File: config.mk
export PLATFORM = sky130hd
export DESIGN_NAME = imem_fetch_ctrl_flat
export DESIGN_NICKNAME = d
export VERILOG_FILES = /design/src/rtl/imem_fetch_ctrl_if.sv /design/src/rtl/imem_fetch_ctrl.sv /design/src/flat_wrapper.sv
export SDC_FILE = /design/constraint.sdc
export NUM_CORES = 1
export LEC_CHECK = 0
export ABC_AREA = 0
export CAP_MARGIN = 25
export CORE_MARGIN = 2
export CORE_UTILIZATION = 55
export CTS_BUF_LIST = sky130_fd_sc_hd__clkbuf_2 sky130_fd_sc_hd__clkbuf_4 sky130_fd_sc_hd__clkbuf_8
export CTS_CLUSTER_SIZE = 20
export DETAILED_ROUTE_END_ITERATION = 12
export HOLD_SLACK_MARGIN = 0.15
export MAX_ROUTING_LAYER = met4
export PLACE_DENSITY = 0.89
export SYNTH_ARGS = -nofsm -noshare
export SYNTH_HDL_FRONTEND = slang
export SYNTH_SLANG_ARGS = --single-unit
export TNS_END_PERCENT = 5
File: constraint.sdc
create_clock -name clk -period 8.3 [get_ports clk]
set_input_delay 1.66 -clock clk [delete_from_list [all_inputs] [get_ports clk]]
set_output_delay 1.66 -clock clk [all_outputs]
set_load 0.05 [all_outputs]
File: src/rtl/imem_fetch_ctrl_if.sv
// Fetch-side bundle: instruction memory port, redirect request and decode handshake.
interface imem_fetch_ctrl_if #(
  parameter int unsigned ADDR_WIDTH = 10
);
  logic [ADDR_WIDTH-1:0] imem_addr;
  logic [31:0]           imem_instr;
  logic                  redirect_valid;
  logic [31:0]           redirect_pc;
  logic                  out_valid;
  logic                  out_ready;
  logic [31:0]           out_instr;
  logic [31:0]           out_pc;
  logic                  fault;

  modport master (
    output imem_addr,
    input  imem_instr,
    input  redirect_valid,
    input  redirect_pc,
    output out_valid,
    input  out_ready,
    output out_instr,
    output out_pc,
    output fault
  );

  modport slave (
    input  imem_addr,
    output imem_instr,
    output redirect_valid,
    output redirect_pc,
    input  out_valid,
    output out_ready,
    input  out_instr,
    input  out_pc,
    input  fault
  );
endinterface

File: src/rtl/imem_fetch_ctrl.sv
// Instruction fetch sequencer: PC, one in-flight synchronous read, 2-entry output FIFO.
// Optional bounds checker enabled by FETCH_BOUNDS_CHECK_EN.
module imem_fetch_ctrl #(
  parameter int unsigned IMEM_DEPTH_WORDS = 1024,
  parameter logic [31:0] RESET_PC         = 32'h0000_0000
) (
  input  logic                clk,
  input  logic                rst,
  imem_fetch_ctrl_if.master   bus
);
  localparam int unsigned ADDR_WIDTH = $clog2(IMEM_DEPTH_WORDS);

  typedef struct packed {
    logic [31:0] pc;
    logic [31:0] instr;
  } fetch_entry_t;

  logic [31:0]  fetch_pc,    fetch_pc_n;
  logic         inflight,    inflight_n;
  logic [31:0]  inflight_pc, inflight_pc_n;
  fetch_entry_t ent0,        ent0_n;
  fetch_entry_t ent1,        ent1_n;
  logic         v0,          v0_n;
  logic         v1,          v1_n;
  logic         fault_q;

  logic         pop;
  logic [1:0]   occ;
  logic         try_issue;
  logic         illegal;
  logic         issue;

  assign bus.imem_addr = fetch_pc[ADDR_WIDTH+1:2];
  assign bus.out_valid = v0;
  assign bus.out_pc    = ent0.pc;
  assign bus.out_instr = ent0.instr;
  assign bus.fault     = fault_q;

`ifdef FETCH_BOUNDS_CHECK_EN
  logic fault_n;
  assign illegal = (fetch_pc[1:0] != 2'b00) ||
                   (32'(fetch_pc[31:2]) >= 32'(IMEM_DEPTH_WORDS));
`else
  assign illegal = 1'b0;
  assign fault_q = 1'b0;
`endif

  // Credit: occupancy after this cycle's pop, counting the read already in flight.
  assign pop       = v0 && bus.out_ready;
  assign occ       = 2'(v0) + 2'(v1) + 2'(inflight) - 2'(pop);
  assign try_issue = !bus.redirect_valid && !fault_q && (occ < 2'd2);
  assign issue     = try_issue && !illegal;

  always_comb begin
    fetch_pc_n    = fetch_pc;
    inflight_n    = 1'b0;
    inflight_pc_n = inflight_pc;
    ent0_n        = ent0;
    ent1_n        = ent1;
    v0_n          = v0;
    v1_n          = v1;
`ifdef FETCH_BOUNDS_CHECK_EN
    fault_n       = fault_q;
`endif

    // Shift FIFO: head always lives in ent0, empty slots are kept zero.
    if (pop) begin
      ent0_n = ent1;
      v0_n   = v1;
      ent1_n = '0;
      v1_n   = 1'b0;
    end

    if (inflight) begin
      if (!v0_n) begin
        ent0_n = '{pc: inflight_pc, instr: bus.imem_instr};
        v0_n   = 1'b1;
      end else begin
        ent1_n = '{pc: inflight_pc, instr: bus.imem_instr};
        v1_n   = 1'b1;
      end
    end

    if (issue) begin
      inflight_n    = 1'b1;
      inflight_pc_n = fetch_pc;
      fetch_pc_n    = fetch_pc + 32'd4;
    end

`ifdef FETCH_BOUNDS_CHECK_EN
    if (try_issue && illegal) fault_n = 1'b1;
`endif

    // Redirect overrides everything except the pop already applied above.
    if (bus.redirect_valid) begin
      ent0_n     = '0;
      ent1_n     = '0;
      v0_n       = 1'b0;
      v1_n       = 1'b0;
      inflight_n = 1'b0;
      fetch_pc_n = bus.redirect_pc;
`ifdef FETCH_BOUNDS_CHECK_EN
      fault_n    = 1'b0;
`endif
    end
  end

  always_ff @(posedge clk or posedge rst) begin
    if (rst) begin
      fetch_pc    <= RESET_PC;
      inflight    <= 1'b0;
      inflight_pc <= '0;
      ent0        <= '0;
      ent1        <= '0;
      v0          <= 1'b0;
      v1          <= 1'b0;
`ifdef FETCH_BOUNDS_CHECK_EN
      fault_q     <= 1'b0;
`endif
    end else begin
      fetch_pc    <= fetch_pc_n;
      inflight    <= inflight_n;
      inflight_pc <= inflight_pc_n;
      ent0        <= ent0_n;
      ent1        <= ent1_n;
      v0          <= v0_n;
      v1          <= v1_n;
`ifdef FETCH_BOUNDS_CHECK_EN
      fault_q     <= fault_n;
`endif
    end
  end
endmodule

File: src/flat_wrapper.sv
// flat-port wrapper written by rule: the top's interface ports become plain ports
module imem_fetch_ctrl_flat 
#(
  parameter int unsigned IMEM_DEPTH_WORDS = 1024,
  parameter logic [31:0] RESET_PC         = 32'h0000_0000
)
  (clk, rst, bus_imem_addr, bus_imem_instr, bus_redirect_valid, bus_redirect_pc, bus_out_valid, bus_out_ready, bus_out_instr, bus_out_pc, bus_fault);
  imem_fetch_ctrl_if #(.ADDR_WIDTH(10)) bus_i ();
  input  logic clk;
  input  logic rst;
  output wire logic [$bits(bus_i.imem_addr)-1:0] bus_imem_addr;
  input wire logic [$bits(bus_i.imem_instr)-1:0] bus_imem_instr;
  input wire logic [$bits(bus_i.redirect_valid)-1:0] bus_redirect_valid;
  input wire logic [$bits(bus_i.redirect_pc)-1:0] bus_redirect_pc;
  output wire logic [$bits(bus_i.out_valid)-1:0] bus_out_valid;
  input wire logic [$bits(bus_i.out_ready)-1:0] bus_out_ready;
  output wire logic [$bits(bus_i.out_instr)-1:0] bus_out_instr;
  output wire logic [$bits(bus_i.out_pc)-1:0] bus_out_pc;
  output wire logic [$bits(bus_i.fault)-1:0] bus_fault;
  assign bus_imem_addr = bus_i.imem_addr;
  assign bus_i.imem_instr = bus_imem_instr;
  assign bus_i.redirect_valid = bus_redirect_valid;
  assign bus_i.redirect_pc = bus_redirect_pc;
  assign bus_out_valid = bus_i.out_valid;
  assign bus_i.out_ready = bus_out_ready;
  assign bus_out_instr = bus_i.out_instr;
  assign bus_out_pc = bus_i.out_pc;
  assign bus_fault = bus_i.fault;
  imem_fetch_ctrl #(.IMEM_DEPTH_WORDS(IMEM_DEPTH_WORDS), .RESET_PC(RESET_PC)) u_core (.clk(clk), .rst(rst), .bus(bus_i));
endmodule
* Word-level counts from Yosys, hierarchy flattened
Cells that the tools add are included.
Cells by class: $add $sub $neg 4, multipliers 0, div/mod/pow operators 0, $lt $le $gt $ge 1, eq/ne operators 0, shift-type cells 0, mux-type cells 19, bitwise operators 0, reduce and logical (&&, ||, !) cells 4
Operators with widths (count):
- $mux W64 | 8
- $mux W32 | 2
- $add A32 B3 Y32 const B | 1
- $mux W1 | 9
- $add A1 B1 Y2 | 1
- $add A2 B1 Y2 | 1
- $logic_and A1 B1 Y1 | 2
- $lt A2 B2 Y1 const B | 1
- $reduce_bool A2 Y1 | 1
- $sub A2 B1 Y2 | 1
- $logic_not A1 Y1 | 1
Word-level totals: register bits after elaboration 195, bits in latches 0, RAM bits 0, memory bits (read-only) 0, input port bits 68, output and inout port bits 76, word-level logic and storage cells 37, memories 0

* Longest topological paths before layout
Gate-level depths: netlist (run 1).
depth after elaboration 7, gate-level depth with buffers 12

* Worst setup path after synthesis (run 1)
OpenSTA, ideal clock, no wires.
kind input-to-reg, from input port bus_out_ready, to register u_core.inflight_pc[31], data arrival time 4.064 ns, required time 8.175 ns, setup slack 4.112 ns, stages 12, buffers on the path 3, cells stage by stage nand2_1 > inv_1 > clkbuf_1 > ha_1 > inv_1 > ha_1 > a21oi_1 > xor2_2 > and2_1 > clkbuf_1 > buf_2 > mux2_2
Between the ends: longest elaborated chain between the ends 4
Ends and longest elaborated chain:
- start, declared | line flat_wrapper.sv:16 | input wire logic [$bits(bus_i.out_ready)-1:0] bus_out_ready;
- $logic_and A1 B1 Y1 | line imem_fetch_ctrl.sv:49 | assign pop = v0 && bus.out_ready;
- $sub A2 B1 Y2 | line imem_fetch_ctrl.sv:50 | assign occ = 2'(v0) + 2'(v1) + 2'(inflight) - 2'(pop);
- $lt A2 B2 Y1 | line imem_fetch_ctrl.sv:51 | assign try_issue = !bus.redirect_valid && !fault_q && (occ < 2'd2);
- $logic_and A1 B1 Y1 | line imem_fetch_ctrl.sv:51
- end signal, assigned | line imem_fetch_ctrl.sv:123 | inflight_pc <= inflight_pc_n;
- end, declared | line imem_fetch_ctrl.sv:20 | logic [31:0] inflight_pc, inflight_pc_n;
No other way between the ends. A chain may end at the register's enable or synchronous reset.

* Final worst setup path (run 1)
from input port bus_out_ready, to register u_core.fetch_pc[31]
Between the ends: longest elaborated chain between the ends 5
Ends and longest elaborated chain:
- $logic_and A1 B1 Y1 | line imem_fetch_ctrl.sv:49
- $sub A2 B1 Y2 | line imem_fetch_ctrl.sv:50
- $lt A2 B2 Y1 | line imem_fetch_ctrl.sv:51
- $logic_and A1 B1 Y1 | line imem_fetch_ctrl.sv:51
- $reduce_bool A2 Y1 (no source line)
- end signal, assigned | line imem_fetch_ctrl.sv:121 | fetch_pc <= fetch_pc_n;
- end, declared | line imem_fetch_ctrl.sv:18 | logic [31:0] fetch_pc, fetch_pc_n;
No other way between the ends.

==> impl_results.md, run 1 <==
- Critical-path top delay cell: xor2_2
- HP Class: reg2reg
- Post-CTS Setup Bufs: 0
- Critical path fanouts, max: 65
- Critical path endpoint category: flip-flop
- Layout net count: around 1.1k
- Area after DPL: 10300 um^2
- Post_cts resized: 0
- Worst-Margin Slew: 1.07 ns
- Clk buf depth: 2
- Drt drc: 0
- Fillers: about 1.2k
- Delay-heaviest family, CP: buffers and inverters
- Non-filler instance count after layout: approximately 1.3k
- TNS Setup: 0 ns
- Crit path required time: a little under 9 ns
- CTS Hold Bufs: 0
- Io pins: 144
- DPL Wire Length: roughly 13000 um
- Routed Wire Length: 20900 um
- Hold path depth: 1
- Synth area leaders: dfrtp_1, nand2_1, a311oi_1
- Worst r2r dst: u_core.fetch_pc[31]
- Post-route ant nets: 0
- Global-route wire length before repair: ~35000 um
- Status: complete, no violations
- Max-cap viol count: 0
- Mapped Nets: just over 1k
- Core area: around 16000 um^2
- Tot Pwr: 2.35 mW
- PwrDens: about 220 nW/um^2
- Clock-pin slew on the worst setup and hold paths: roughly 0.090 ns
- Initial antenna violation count: 0
- CTS Buf Count: 17
- # setup viols final: 0
- Die width: between 100 and 150 um
- Synth top area share: 0.548
- Top_reg_cell synth: dfrtp_1
- Tmin final: about 5.7 ns
- Reg2Reg Depth: 11
- Critical Path Max Stage Delay: about 0.85 ns
- Grt ovf: 0
- HP Start: u_core.fetch_pc[0]
- #FFs+latches synth: 195
- Synthesis Warnings: 0
- Rel. slew slack: 0.287
- CP arrival: 6.11 ns
- Vias per inst: 5.80
- Pre-antenna DRT Iters: 5
- Mapped Cells: 941
- Worst Hold End: u_core.inflight_pc[0]
- Layout cells sized above 1: 0.0886
- CTS tree: done
- GP Congestion: around 0.81
- Routed wire length per instance: ~17 um
- Critical path cell sequence: clkdlybuf4s50_1, nand2_4, inv_2, buf_4, ha_1, inv_1, ha_1, a21oi_1, xor2_2, nand3_2, or4_1, a31oi_1
- Cell mode on critical path: ha_1
- Die area: 17200 um^2
- Hold slack: between 0.5 and 0.6 ns
- Slew Viols, Final: 0
- Layout Cell Area excl Fill: between 10000 and 15000 um^2
- Standby leakage power: approximately 4.3 nW
- Netlist Area Pre-Place: 8900 um^2
- Die Ht: around 130 um
- Most frequent cells after synthesis: nand2_1, dfrtp_1, nor2_1
- Worst path bufs/invs: 4
- Most common cell in the netlist: nand2_1
- EDFF count, synth: 0
- Area grow syn2layout: 20.7%
- Startpoint Class: primary input
- CTS root buffer: clkbuf_8
- Largest net degree at the start of global routing: about 110
- # rows: 46
- Register area share after synthesis: 0.548
- Clk Latency, worst-skew pair: 0.47 ns
- Vias in the first global route: ~7k
- Initial core utilization: 0.562
- Avg Inst Size Synth: around 9.5 um^2
- Fin crit share: 0.689
- Ant. Diodes: 0
- Flop2flop setup slack: between 3 and 4 ns
- VDD IR max: between 0.1 and 0.15 mV
- Critical path type: in2reg
- RSZ-0062 raised after global routing: false
- CTS HTree Levels: 4
- Number of DRC markers in iteration 0: 896
- Distinct cell type count after synthesis: 43
- Final hold viol count: 0
- FFs w/ async S/R, synth: 1.00
- Total number of vias: approximately 7.3k
- RR Startpoint: u_core.bus.out_valid
- Number of buffers added on ports: 142
- Max Fclk: approximately 170 MHz
- CTS sink count: about 200
- Cells after DPL: roughly 1.2k
- Clock Skew: about 0.0089 ns
- Synth area leader: dfrtp_1
- Gr usage total: 0.254
==> flip-flops by register name (all words and copies together) (netlist names) <==
| name | count |
|---|---|
| u_core.bus.out_valid | 1 |
| u_core.fetch_pc | 32 |
| u_core.v1 | 1 |
| u_core.bus.out_instr | 32 |
| u_core.bus.out_pc | 32 |
| u_core.ent1 | 64 |
| u_core.inflight_pc | 32 |
| u_core.inflight | 1 |
==> worst max path at each step <==
stage	startpoint	to	slack, ns	cells after the start
finish	bus_out_ready	u_core.fetch_pc[31]	2.58	12
global placement	bus_out_ready	u_core.fetch_pc[31]	2.28	12
CTS	bus_out_ready	u_core.fetch_pc[31]	2.66	12
global route	bus_out_ready	u_core.fetch_pc[31]	2.34	12
detailed placement	bus_out_ready	u_core.fetch_pc[31]	2.17	12
floorplan	rst	u_core.bus.out_instr[0]	1.33	1
==> cell families after synthesis <==
group / share of synthesized area
AND/OR/NAND/NOR: 0.207
flip-flops: 0.548
AO/OA/AOI/OAI: 0.124
buffers and inverters: 0.0472
multiplexers: 0.0467
XOR/XNOR: 0.0225
adder cells (fa/ha/maj): 0.00422
other: 0.000421
==> metrics by stage <==
stage,setup slack [ns],util
6_report,2.58,0.679
5_1_grt,2.34,0.679
4_1_cts,2.66,0.677
3_5_place_dp,2.17,0.651
2_1_floorplan,1.33,-
3_3_place_gp,2.28,0.651
==> layout make-up <==
type                    instances  area (um^2)  share of cell area
well taps                     216          270              0.0252
flip-flops and latches        195         4880               0.454
multi-input cells             648         3620               0.337
clock inverters                 8          101             0.00944
inverters                      13         56.3             0.00524
clock buffers                  23          304              0.0283
repair buffers                151         1510               0.140
==> placed cells by master (no fill, tap or decap), types with 4 or more instances in the layout <==
| cell | Yosys | routed |
|---|---|---|
| a31oi_1 | 7 | 7 |
| a21oi_1 | 67 | 67 |
| xor2_1 | 15 | 15 |
| clkbuf_8 | 0 | 21 |
| a311oi_1 | 64 | 64 |
| or4_1 | 4 | 4 |
| dfrtp_1 | 195 | 195 |
| nand3_1 | 70 | 70 |
| mux2_2 | 33 | 33 |
| o31ai_1 | 4 | 4 |
| inv_1 | 12 | 10 |
| nand4_1 | 12 | 12 |
| nand2_1 | 227 | 225 |
| clkdlybuf4s50_1 | 0 | 141 |
| xnor2_1 | 6 | 6 |
| nand3_2 | 4 | 4 |
| buf_4 | 13 | 9 |
| o21ai_0 | 24 | 24 |
| nor2_1 | 76 | 75 |
==> power breakdown <==
part           switching [mW]  internal (mW)
Combinational           0.372          0.207
Sequential             0.0926           1.05
Clock                   0.317          0.304
==> metal layers <==
layer | vias to the layer above | track usage | wire [um]
met1 | 3558 | 0.348 | 9270
met5 | - | - | 0
met3 | 29 | 0.0401 | 1240
met2 | 263 | 0.390 | 10000
li1 | 3421 | - | -
met4 | 0 | 0.0894 | 408
Note: power is estimated with default switching activity, not from simulation.
==> run 2, diff against run 1 <==
Clock period 8.3 ns to 5.3 ns, I/O delays scaled along.
==> impl_results.md, run 2 (synthesized netlist as in run 1, its figures left out) <==
- Flop2flop setup slack: 2.20 ns
- RSZ-0062 raised after global routing: false
- Vias per inst: 5.77
- Clock Skew: 0.0110 ns
- Most common cell after layout, fill and taps aside: nand2_1
- Layout cells sized above 1: 0.0895
- Post-CTS Setup Bufs: 0
- CTS HTree Levels: 4
- Post-Place Setup Slack: between 1 and 1.5 ns
- CTS sink count: 195
- Commonest non-fill, non-tap cells in the layout: nand2_1, dfrtp_1, clkdlybuf4s50_1
- CTS Hold Bufs: 0
- Critical path fanouts, max: 33
- Status: complete, no violations
- Critical path cell sequence: clkdlybuf4s50_1, nand2_4, inv_2, ha_1, inv_1, ha_1, a21oi_1, xor2_2, buf_4, and2_1, buf_4, mux2_2
- Tot Pwr: about 3.6 mW
- Critical-path top delay cell: clkdlybuf4s50_1
- Final worst slack: approximately 1.6 ns
- Max Fclk: roughly 270 MHz
- Die Ht: 131 um
- Layout net count: roughly 1.1k
- Number of DRC markers in iteration 0: between 700 and 800
- Total number of vias: approximately 7.2k
- Critical path type: in2reg
- # setup viols final: 0
- Standby leakage power: 4.32 nW
- Routed Wire Length: approximately 21000 um
- DPL Wire Length: roughly 13000 um
- Clk buf depth: 2
- TNS Setup: 0 ns
- Fin crit share: 0.698
- Max reg flops: 64
- # rows: 46
- Initial antenna violation count: 0
- Critical Path Max Stage Delay: about 0.46 ns
- Core area: around 16000 um^2
- Io pins: approximately 140
- Die area: ~17000 um^2
- Pre-antenna DRT Iters: 5
- Area grow syn2layout: 20.7%
- Fin util: 0.679
- GP Congestion: around 0.81
- Most flop-heavy register: u_core.ent1
- CP arrival: between 4 and 5 ns
- Number of buffers added on ports: about 140
- Startpoint Class: primary input
- Max-cap viol count: 0
- Vias in the first global route: 6959
- Post-route ant nets: 0
- Fillers: roughly 1.2k
- Global-route wire length before repair: between 30000 and 40000 um
- PwrDens: roughly 340 nW/um^2
- Post_cts resized: 0
- Rel. slew slack: 0.406
- CTS root buffer: clkbuf_8
- Initial core utilization: 0.562
- Slew Viols, Final: 0
- Largest net degree at the start of global routing: 130
- Crit path required time: ~5.7 ns
- Tmin final: roughly 3.7 ns
- Clk Latency, worst-skew pair: between 0.4 and 0.5 ns
- CTS tree: done
- Drt drc: 0
- HP Class: reg2reg
- VDD IR max: ~0.19 mV
- Die width: about 130 um
- Hold slack: approximately 0.5 ns
- Ant. Diodes: 0
- Grt ovf: 0
- Gr usage total: 0.258
- Final hold viol count: 0
- Clock-pin slew on the worst setup and hold paths: around 0.09 ns
- Critical path endpoint category: flip-flop
- CTS Buf Count: 17
- Routed wire length per instance: approximately 17 um
- Worst-Margin Slew: around 0.89 ns
==> run 2: changes by cell type in the layout (fill, tap and decap cells not counted) <==
cell	delta
buf_12	+1
buf_4	+2
clkbuf_4	-1
clkbuf_8	-2
clkinv_2	+1
inv_6	+1
inv_8	-1
==> run 2: final timing paths <==
check	from	to	depth (start not counted)
worst min register to register	u_core.fetch_pc[1]	u_core.inflight_pc[1]	1
worst min-delay path	u_core.fetch_pc[1]	u_core.inflight_pc[1]	1
min in group asynchronous	rst	u_core.ent1[62]	2
worst max-delay path	bus_out_ready	u_core.inflight_pc[5]	12
max in group asynchronous	rst	u_core.ent1[19]	3
worst max register to register	u_core.bus.out_valid	u_core.inflight_pc[5]	11
==> run 2: layout make-up <==
| class | instances | area, um^2 | area share |
|---|---|---|---|
| inverter | 13 | 52.6 | 0.00489 |
| tap | 216 | 270 | 0.0252 |
| multi-input combinational | 648 | 3620 | 0.337 |
| clock inverter | 9 | 108 | 0.0100 |
| sequential | 195 | 4880 | 0.454 |
| clock buffer | 20 | 269 | 0.0250 |
| timing repair buffer | 154 | 1540 | 0.143 |
==> run 2: through the flow <==
stage	cell area (um^2)	instances
finish	10700	1255
global route	10700	1255
CTS	10700	1254
detailed placement	10300	1225
global placement	10300	1225
floorplan	8900	941
==> run 2: critical path: cells and delay by family <==
kind	cells	cell delay (ns)
adder cells (fa/ha/maj)	2	0.54
AND/OR/NAND/NOR	2	0.41
buffers and inverters	5	1.23
AO/OA/AOI/OAI	1	0.23
multiplexers	1	0.39
XOR/XNOR	1	0.17
==> run 2: layer usage <==
| layer | up-vias | track usage | wire, um | share of wire |
|---|---|---|---|---|
| li1 | 3425 | - | - | - |
| met1 | 3502 | 0.347 | 9080 | 0.43 |
| met2 | 282 | 0.402 | 10300 | 0.49 |
| met3 | 27 | 0.0502 | 1230 | 0.059 |
| met4 | 0 | 0.0815 | 390 | 0.019 |
| met5 | - | - | 0 | 0 |
==> run 2: power breakdown <==
group / total, mW / internal [mW] / leakage, nW / switching [mW]
combinational: 0.910 / 0.328 / 1.60 / 0.582
sequential: 1.80 / 1.65 / 2.53 / 0.147
clock: 0.938 / 0.441 / 0.190 / 0.497
total: 3.65 / 2.42 / 4.32 / 1.23
